==> src/rtl/ripple_carry_adder_32bit.sv <==
// 32-bit ripple-carry adder with a registered {c_out, sum} result.
// Baseline datapath adder: the carry walks bit 0 -> bit WIDTH-1 through cascaded full adders.
module ripple_carry_adder_32bit #(
  parameter int WIDTH = 32
) (
  input  logic             clk,
  input  logic             rst,
  input  logic [WIDTH-1:0] in1,
  input  logic [WIDTH-1:0] in2,
  input  logic             c_in,
  output logic [WIDTH-1:0] sum,
  output logic             c_out
);

  // One full-adder cell: returns {carry_out, sum_bit}.
  function automatic logic [1:0] full_add(input logic a, input logic b, input logic c);
    logic p;
    p = a ^ b;
    return {(a & b) | (c & p), p ^ c};
  endfunction

  logic [WIDTH:0]   carry_s;
  logic [WIDTH-1:0] sum_s;

  assign carry_s[0] = c_in;

  for (genvar i = 0; i < WIDTH; i++) begin : g_ripple
    assign {carry_s[i+1], sum_s[i]} = full_add(in1[i], in2[i], carry_s[i]);
  end

  // Output register; reset wins over the operands presented in the same cycle.
  always_ff @(posedge clk) begin
    if (rst) begin
      sum   <= {WIDTH{1'b0}};
      c_out <= 1'b0;
    end else begin
      sum   <= sum_s;
      c_out <= carry_s[WIDTH];
    end
  end

endmodule

==> config.mk <==
export PLATFORM = sky130hd
export DESIGN_NAME = ripple_carry_adder_32bit
export DESIGN_NICKNAME = d
export VERILOG_FILES = /design/src/rtl/ripple_carry_adder_32bit.sv
export SDC_FILE = /design/constraint.sdc
export NUM_CORES = 1
export LEC_CHECK = 0
export BUFFER_PORTS_ARGS = -buffer_cell sky130_fd_sc_hd__buf_2
export CAP_MARGIN = 20
export CELL_PAD_IN_SITES_DETAIL_PLACEMENT = 1
export CELL_PAD_IN_SITES_GLOBAL_PLACEMENT = 2
export CORE_MARGIN = 1
export CORE_UTILIZATION = 25
export CTS_BUF_LIST = sky130_fd_sc_hd__clkbuf_16
export DETAILED_ROUTE_END_ITERATION = 10
export PLACE_DENSITY = 0.89
export SKIP_LAST_GASP = 1
export SYNTH_ARGS = -nofsm -noshare
export SYNTH_HDL_FRONTEND = slang
export SYNTH_SLANG_ARGS = --single-unit
==> constraint.sdc <==
create_clock -name clk -period 14.49 [get_ports clk]
set_input_delay 1.449 -clock clk [delete_from_list [all_inputs] [get_ports clk]]
set_output_delay 1.449 -clock clk [all_outputs]
set_load 0.03 [all_outputs]
==> impl_metrics.csv, run 1 <==
group,metric,value,unit
outcome,status,"finished clean",
yosys,ys_ff_latch,33,
clock_tree,clkSlewWorstSetupHoldPaths,0.05,ns
yosys,synth_cells,114,
layout,mostFrequentLayoutCells,"99 x buf_2, 33 x dfxtp_1, 32 x fa_1",
floorplan,start_util,0.261,
placement,port_buffers,99,
yosys,ys_warn_count,0,
global_route,gr-usage-met3,0.0225,
floorplan,fp-row-count,28,
layout,drive_above_1_share,0.479,
global_route,busiest_layer,"met2",
detailed_routing,postRouteAntennaNets,0,
setup_path,worst-path-max-fanout,1,
timing,finalSetupViolations,0,
detailed_routing,firstDrtPassIters,3,
setup_path,crit_path_end_kind,"flop",
timing,worst_slew_pin_slew,0.587,ns
detailed_routing,drc,0,
layout,final_common_cell,"buf_2",
yosys,synth_area_per_cell,13.7,um^2
detailed_routing,vias,1129,
clock_tree,ctsHoldBuffers,0,
setup_path,crit_arrival,13.85,ns
layout,nNetsFinal,316,
detailed_routing,vias_per_cell,3.87,
setup_path,critPathMostFrequentCell,"fa_1",
layout,diodes,0,
setup_path,crit_slowest_cell,"fa_1",
clock_tree,cts_resized,0,
flow_run,maxCapViolations,0,
floorplan,coreArea,5990,um^2
detailed_routing,drtIter0Drc,12,
floorplan,die_width,81.2,um
timing,min_period,13.66,ns
clock_tree,cts.htree.levels,2,
clock_tree,clock-root-buffer,"clkbuf_16",
detailed_routing,wl_per_cell,11.2,um
floorplan,pin_count,100,
setup_path,crit_type,"in2reg",
placement,gp_congestion,0.689,
setup_path,required,14.69,ns
timing,finalMaxSlewViolations,0,
clock_tree,cts_tree,"done",
timing,rsz0062_at_grt,"false",
placement,place_hpwl,2.89,mm
yosys,yosysSeqAreaShare,0.422,
detailed_routing,wirelength,3.26,mm
global_route,track_usage,0.106,
yosys,syn_area,1570,um^2
global_route,antenna_found_initial,0,
global_route,grt_pass1_wl,5.09,mm
floorplan,die_area,6590,um^2
global_route,grt_start_max_net_pins,34,
yosys,synth_fp_nets,213,
global_route,use_met2,0.193,
power_and_ir_drop,peakVddDrop,0.0389,mV
timing,fin_crit_sh,0.942,
timing,setup_tns,0,ns
layout,syn2layout_area_growth,44.6,%
power_and_ir_drop,power,0.000275,W
yosys,synth.distinct_cells,6,
clock_tree,cts_setup_buffers,0,
setup_path,start_kind,"input pin",
setup_path,critical_path.max_stage_delay,0.40,ns
clock_tree,clk_path_buf_depth,2,
timing,max_freq,73.2,MHz
global_route,grt-ovfl-total,0,
clock_tree,cts-buffers-inserted,5,
min_path,hold_class,"in2reg",
timing,slew_headroom,0.609,
floorplan,fp.dieH,81.2,um
clock_tree,cts_sinks,33,
timing,hold_viol,0,
global_route,grt_pass1_vias,1174,
power_and_ir_drop,p_leak,1.13,nW
global_route,met1_usage,0.114,
power_and_ir_drop,p_per_area,121,nW/um^2
## routing by layer
metal  vias up  routed length [um]  part of all wire
met5         -                   0                 0
met3         5                 230             0.070
met1       546                1210              0.37
li1        531                   -                 -
met4         0                  55             0.017
met2        47                1760              0.54
## Yosys cell counts
master,n,area (um^2)
inv_1,13,48.8
nor2b_1,28,175
buf_4,3,22.5
fa_1,32,641
nor2_1,5,18.8
dfxtp_1,33,661
## critical path: cells and delay by family
family | cells | cell delay, ns
fa+ha+maj | 32 | 11.85
buf+inv | 6 | 0.42
simple gates | 1 | 0.11
## final cells by class
type	count	area [um^2]
clock buffers	5	125
clock inverters	2	7.51
fillers	694	3720
inverters	13	48.8
multi-input cells	65	835
flip-flops and latches	33	661
well taps	75	93.8
repair buffers	99	495
## worst paths after layout
check               start      end  slack, ns  depth (start not counted)
setup / recovery   in1[0]  sum[31]       0.83                         39
hold / removal    in2[23]  sum[23]       1.56                          3
## flip-flops by register name (all words and copies together) (netlist names)
| register | flops |
|---|---|
| sum | 32 |
| c_out | 1 |
## cells by family (layout without fill, tap and decap cells)
kind of cell | Yosys count | count (layout) | share of synthesized area
simple gates | 33 | 33 | 0.124
fa+ha+maj | 32 | 32 | 0.409
buf+inv | 16 | 119 | 0.0455
flops | 33 | 33 | 0.422
## power by group
group | leakage, nW | internal [W] | switching [W]
sequential | 0.275 | 0.000103 | 0.00000248
combinational | 0.791 | 0.0000296 | 0.0000460
clock | 0.0685 | 0.0000612 | 0.0000328
## through the flow
step / area (um^2) / util / hold WS, ns / instances / setup WS [ns]
2_1_floorplan: 1570 / - / 1.52 / 114 / 1.18
3_3_place_gp: 2130 / 0.356 / 1.82 / 285 / 0.606
3_5_place_dp: 2130 / 0.356 / 1.83 / 285 / 0.498
4_1_cts: 2270 / 0.378 / 1.55 / 292 / 0.753
5_1_grt: 2270 / 0.378 / 1.58 / 292 / 0.321
6_report: 2270 / 0.378 / 1.56 / 292 / 0.833
No activity file was read; power rests on OpenSTA's default activity.
==> run 2: changes to the inputs <==
==> constraint.sdc (replaced) <==
create_clock -name clk -period 15.5 [get_ports clk]
set_input_delay 1.55 -clock clk [delete_from_list [all_inputs] [get_ports clk]]
set_output_delay 1.55 -clock clk [all_outputs]
set_load 0.03 [all_outputs]
==> run 2 against run 1 <==
- power is 5.8% lower
- sequential share of layout area stayed put
- combinational power is 5.6% lower
- cell area stayed put
- utilization stayed put
- hold slack better by 0.097 ns
- worst setup slack better by 0.81 ns
- critical path depth stayed put
- routed wire length is 5.0% higher
- clock power is 5.2% lower
- via count is 3.2% higher
- critical path type unchanged
==> impl_metrics.csv, run 2 (synthesis results as in run 1) <==
group,metric,value,unit
outcome,status,"finished clean",
clock_tree,cts_resized,0,
layout,top_register,"sum",
timing,max_freq,72.1,MHz
min_path,min_path_cells,3,
detailed_routing,wl_per_cell,11.7,um
floorplan,die_width,81.2,um
power_and_ir_drop,p_per_area,114,nW/um^2
timing,finalMaxSlewViolations,0,
detailed_routing,wirelength,3.43,mm
layout,nNetsFinal,316,
floorplan,coreArea,5990,um^2
clock_tree,ctsHoldBuffers,0,
floorplan,die_area,6590,um^2
detailed_routing,vias_per_cell,3.99,
power_and_ir_drop,peakVddDrop,0.0348,mV
setup_path,worst-path-max-fanout,1,
layout,syn2layout_area_growth,44.6,%
floorplan,pin_count,100,
detailed_routing,vias,1165,
detailed_routing,postRouteAntennaNets,0,
clock_tree,cts.htree.levels,2,
global_route,grt_pass1_vias,1216,
setup_path,critical_path.max_stage_delay,0.43,ns
layout,final_common_cell,"buf_2",
layout,drive_above_1_share,0.479,
timing,worst_slew_pin_slew,0.606,ns
setup_path,critPathMostFrequentCell,"fa_1",
layout,fin_cells,292,
timing,finalSetupViolations,0,
setup_path,crit_slowest_cell,"fa_1",
power_and_ir_drop,p_leak,1.13,nW
timing,fin_crit_sh,0.894,
layout,top_regs,"sum: 32 flops, c_out: 1 flops",
layout,multi_input_area,835,um^2
placement,port_buffers,99,
clock_tree,cts-buffers-inserted,5,
layout,mostFrequentLayoutCells,"99 x buf_2, 33 x dfxtp_1, 32 x fa_1",
timing,rsz0062_at_grt,"false",
setup_path,crit_buf_inv,6,
placement,gp_congestion,0.691,
min_path,hold_path_end,"sum[22]",
layout,largest_reg_flops,32,
floorplan,start_util,0.261,
timing,min_period,13.86,ns
flow_run,maxCapViolations,0,
clock_tree,clkSlewWorstSetupHoldPaths,0.05,ns
power_and_ir_drop,power,0.000259,W
clock_tree,cts_setup_buffers,0,
detailed_routing,drc,0,
timing,setup_tns,0,ns
detailed_routing,firstDrtPassIters,3,
global_route,grt-ovfl-total,0,
timing,hold_viol,0,
clock_tree,cts_tree,"done",
setup_path,crit_arrival,14.06,ns
placement,dpl.cell_count,285,
setup_path,required,15.70,ns
global_route,track_usage,0.112,
setup_path,start_kind,"input pin",
floorplan,fp.dieH,81.2,um
detailed_routing,drtIter0Drc,8,
setup_path,path_delay_family,"adder cells",
min_path,hold_start,"in2[22]",
clock_tree,clk_path_buf_depth,2,
global_route,grt_start_max_net_pins,34,
layout,diodes,0,
clock_tree,cts_sinks,33,
min_path,hold_class,"in2reg",
timing,slew_headroom,0.596,
layout,n_fill_cell,675,
global_route,grt_pass1_wl,5.40,mm
floorplan,fp-row-count,28,
setup_path,crit_path_end_kind,"flop",
layout,register_area,661,um^2
global_route,antenna_found_initial,0,
clock_tree,clock-root-buffer,"clkbuf_16",
setup_path,crit_type,"in2reg",
placement,place_hpwl,3.04,mm
==> run 2: stage by stage <==
| step | utilization | setup slack, ns | hold slack, ns | cell area (um^2) |
|---|---|---|---|---|
| 2_1_floorplan | - | 2.09 | 1.62 | 1570 |
| 3_3_place_gp | 0.356 | 1.47 | 1.92 | 2130 |
| 3_5_place_dp | 0.356 | 1.26 | 1.93 | 2130 |
| 4_1_cts | 0.378 | 1.53 | 1.65 | 2270 |
| 5_1_grt | 0.378 | 1.16 | 1.67 | 2270 |
| 6_report | 0.378 | 1.64 | 1.65 | 2270 |
==> run 2: per-layer routing <==
layer | track usage | vias to the layer above | wire length, um
li1 | - | 532 | -
met4 | 0.0643 | 0 | 104
met1 | 0.114 | 569 | 1170
met2 | 0.204 | 54 | 1930
met5 | 0 | - | 0
met3 | 0.0292 | 10 | 217
==> run 2: worst max path at each step <==
stage	start	end	slack, ns	depth (start not counted)
floorplan	in1[0]	sum[31]	2.09	38
global placement	in1[0]	sum[31]	1.47	39
detailed placement	in1[0]	sum[31]	1.26	39
CTS	in1[0]	sum[31]	1.53	39
global route	in1[0]	sum[31]	1.16	39
finish	in1[0]	sum[31]	1.64	39
==> run 2: report_power, final <==
group	internal (W)	switching [W]
Sequential	0.0000961	0.00000230
Clock	0.0000573	0.0000317
Combinational	0.0000279	0.0000435
Total	0.000181	0.0000776
==> run 2: cell type report <==
cell class                      instances  area share
Clock buffer                            5      0.0552
Clock inverter                          2     0.00331
Inverter                               13      0.0215
Multi-Input combinational cell         65       0.368
Sequential cell                        33       0.292
Tap cell                               75      0.0414
Timing Repair Buffer                   99       0.219
==> run 3: changes to the inputs <==
--- a/config.mk
+++ b/config.mk
@@ -6,14 +6,14 @@
 export NUM_CORES = 1
 export LEC_CHECK = 0
 export BUFFER_PORTS_ARGS = -buffer_cell sky130_fd_sc_hd__buf_2
-export CAP_MARGIN = 20
+export CAP_MARGIN = 15
 export CELL_PAD_IN_SITES_DETAIL_PLACEMENT = 1
 export CELL_PAD_IN_SITES_GLOBAL_PLACEMENT = 2
 export CORE_MARGIN = 1
-export CORE_UTILIZATION = 25
+export CORE_UTILIZATION = 22
 export CTS_BUF_LIST = sky130_fd_sc_hd__clkbuf_16
 export DETAILED_ROUTE_END_ITERATION = 10
-export PLACE_DENSITY = 0.89
+export PLACE_DENSITY = 0.83
 export SKIP_LAST_GASP = 1
 export SYNTH_ARGS = -nofsm -noshare
 export SYNTH_HDL_FRONTEND = slang
==> constraint.sdc (replaced) <==
create_clock -name clk -period 12 [get_ports clk]
set_input_delay 1.2 -clock clk [delete_from_list [all_inputs] [get_ports clk]]
set_output_delay 1.2 -clock clk [all_outputs]
set_load 0.03 [all_outputs]
==> run 3 against run 2 <==
- critical path type unchanged
- worst setup slack got worse by 1.9 ns
- cell count grew 7.2%
- clock-buffer cell count unchanged
- highest routed layer unchanged
- critical path depth did not move
- the flow now finishes with violations (negative setup slack)
- largest power group unchanged
- clock power grew 30%
- routed wire length rose by 8.9%
==> impl_metrics.csv, run 3 (synthesis results as in run 1) <==
group,metric,value,unit
timing,finalSetupViolations,1,
placement,port_buffers,99,
global_route,grt_pass1_wl,5.94,mm
global_route,grt_start_max_net_pins,34,
floorplan,start_util,0.229,
placement,gp_congestion,0.694,
clock_tree,cts_tree,"done",
layout,drive_above_1_share,0.664,
layout,stdcell_area,2400,um^2
global_route,track_usage,0.107,
setup_path,crit_path_end_kind,"flop",
timing,max_freq,81.7,MHz
setup_path,critical_path.max_stage_delay,0.42,ns
setup_path,start_kind,"input pin",
detailed_routing,vias_per_cell,3.60,
detailed_routing,vias,1128,
layout,diodes,0,
detailed_routing,wl_per_cell,11.9,um
setup_path,crit_slowest_cell,"fa_2",
setup_path,crit_type,"in2reg",
floorplan,die_width,86.4,um
clock_tree,cts-buffers-inserted,5,
timing,fin_crit_sh,1.02,
clock_tree,clkSlewWorstSetupHoldPaths,0.05,ns
flow_run,maxCapViolations,0,
power_and_ir_drop,p_leak,1.11,nW
power_and_ir_drop,power,0.000341,W
floorplan,coreArea,6830,um^2
detailed_routing,wirelength,3.73,mm
setup_path,worst-path-max-fanout,1,
detailed_routing,drtIter0Drc,4,
timing,finalWorstSetupSlack,-0.233,ns
clock_tree,clock-root-buffer,"clkbuf_16",
placement,place_hpwl,3.24,mm
layout,syn2layout_area_growth,53.1,%
floorplan,fp-row-count,30,
clock_tree,cts.htree.levels,2,
min_path,min_path_cells,4,
setup_path,crit_arrival,12.44,ns
min_path,hold_class,"in2reg",
layout,mostFrequentLayoutCells,"96 x buf_2, 33 x dfxtp_1, 32 x fa_2",
placement,place_area,2220,um^2
floorplan,pin_count,100,
global_route,grt_pass1_vias,1296,
timing,hold_viol,0,
timing,finalMaxSlewViolations,0,
outcome,violations,"negative setup slack",
power_and_ir_drop,peakVddDrop,0.0419,mV
min_path,hold_start,"in2[0]",
timing,slew_headroom,0.579,
layout,n_fill_cell,792,
timing,worst_slew_pin_slew,0.631,ns
outcome,status,"finished, violations left",
timing,min_period,12.23,ns
power_and_ir_drop,p_per_area,142,nW/um^2
layout,top_regs,"sum: 32 flops, c_out: 1 flops",
placement,pre_cts_ws,-0.625,ns
layout,top_register,"sum",
floorplan,die_area,7460,um^2
setup_path,required,12.20,ns
layout,nNetsFinal,316,
floorplan,fp.dieH,86.4,um
clock_tree,clk_path_buf_depth,2,
layout,largest_reg_flops,32,
detailed_routing,drc,0,
timing,rsz0062_at_grt,"true",
setup_path,critPathMostFrequentCell,"fa_2",
layout,fin_cells,313,
detailed_routing,postRouteAntennaNets,0,
detailed_routing,firstDrtPassIters,4,
placement,dpl.cell_count,306,
clock_tree,cts_sinks,33,
global_route,antenna_found_initial,0,
global_route,grt-ovfl-total,0,
layout,final_common_cell,"buf_2",
min_path,hold_path_end,"sum[0]",
## run 3: cell count changes in the layout (fill, tap and decap cells not counted)
cell	delta
buf_6	+3
inv_4	+2
nor2_2	+1
nor2_1	-1
fa_1	-32
inv_2	+5
inv_1	-7
fa_2	+32
buf_2	-3
## run 3: area by class of cell
| type | instances | area [um^2] | area share |
|---|---|---|---|
| Multi-Input combinational cell | 65 | 917 | 0.382 |
| Clock buffer | 5 | 125 | 0.0522 |
| Inverter | 13 | 53.8 | 0.0224 |
| Clock inverter | 2 | 7.51 | 0.00313 |
| Tap cell | 96 | 120 | 0.0501 |
| Sequential cell | 33 | 661 | 0.275 |
| Timing Repair Buffer | 99 | 514 | 0.214 |
## run 3: worst max-delay path by stage
stage,slack [ns],to,from,cells past startpoint
after floorplan,-0.07,sum[31],in1[0],38
after global placement,-0.51,sum[31],in1[0],39
after detailed placement,-0.62,sum[31],in1[0],39
after CTS,-0.27,sum[31],in1[0],39
after global routing,-0.55,sum[31],in1[0],39
final,-0.23,sum[31],in1[0],39
## run 3: routing by layer
metal,up-vias,global-route usage,part of all wire
li1,530,-,-
met1,545,0.118,0.38
met2,50,0.196,0.56
met3,3,0.0257,0.057
met4,0,0.0455,0.0046
met5,-,0,0
## run 3: through the flow
stage	TNS [ns]	util	hold slack [ns]
6_report	-0.233	0.351	1.33
4_1_cts	-0.279	0.349	1.33
2_1_floorplan	-0.0703	-	1.27
5_1_grt	-1.05	0.351	1.34
3_5_place_dp	-1.31	0.326	1.59
3_3_place_gp	-0.975	0.326	1.58
## run 3: repair_timing
item / CTS / global route
hold buffers: 0 / 0
gates resized for setup: 16 / 3
pin swaps: 1 / 0
setup buffers: 0 / 0
endpoints found under the setup margin: 3 / 3
## run 3: worst max-delay path, delay by kind of cell
family / cells / cell delay (ns)
fa+ha+maj: 32 / 10.79
buf+inv: 6 / 0.34
simple gates: 1 / 0.10
## run 3: where the power goes
| group | total, W | internal, W | switching (W) | leakage [nW] |
|---|---|---|---|---|
| clock | 0.000116 | 0.0000740 | 0.0000417 | 0.0685 |
| sequential | 0.000127 | 0.000124 | 0.00000297 | 0.275 |
| combinational | 0.0000979 | 0.0000393 | 0.0000586 | 0.764 |
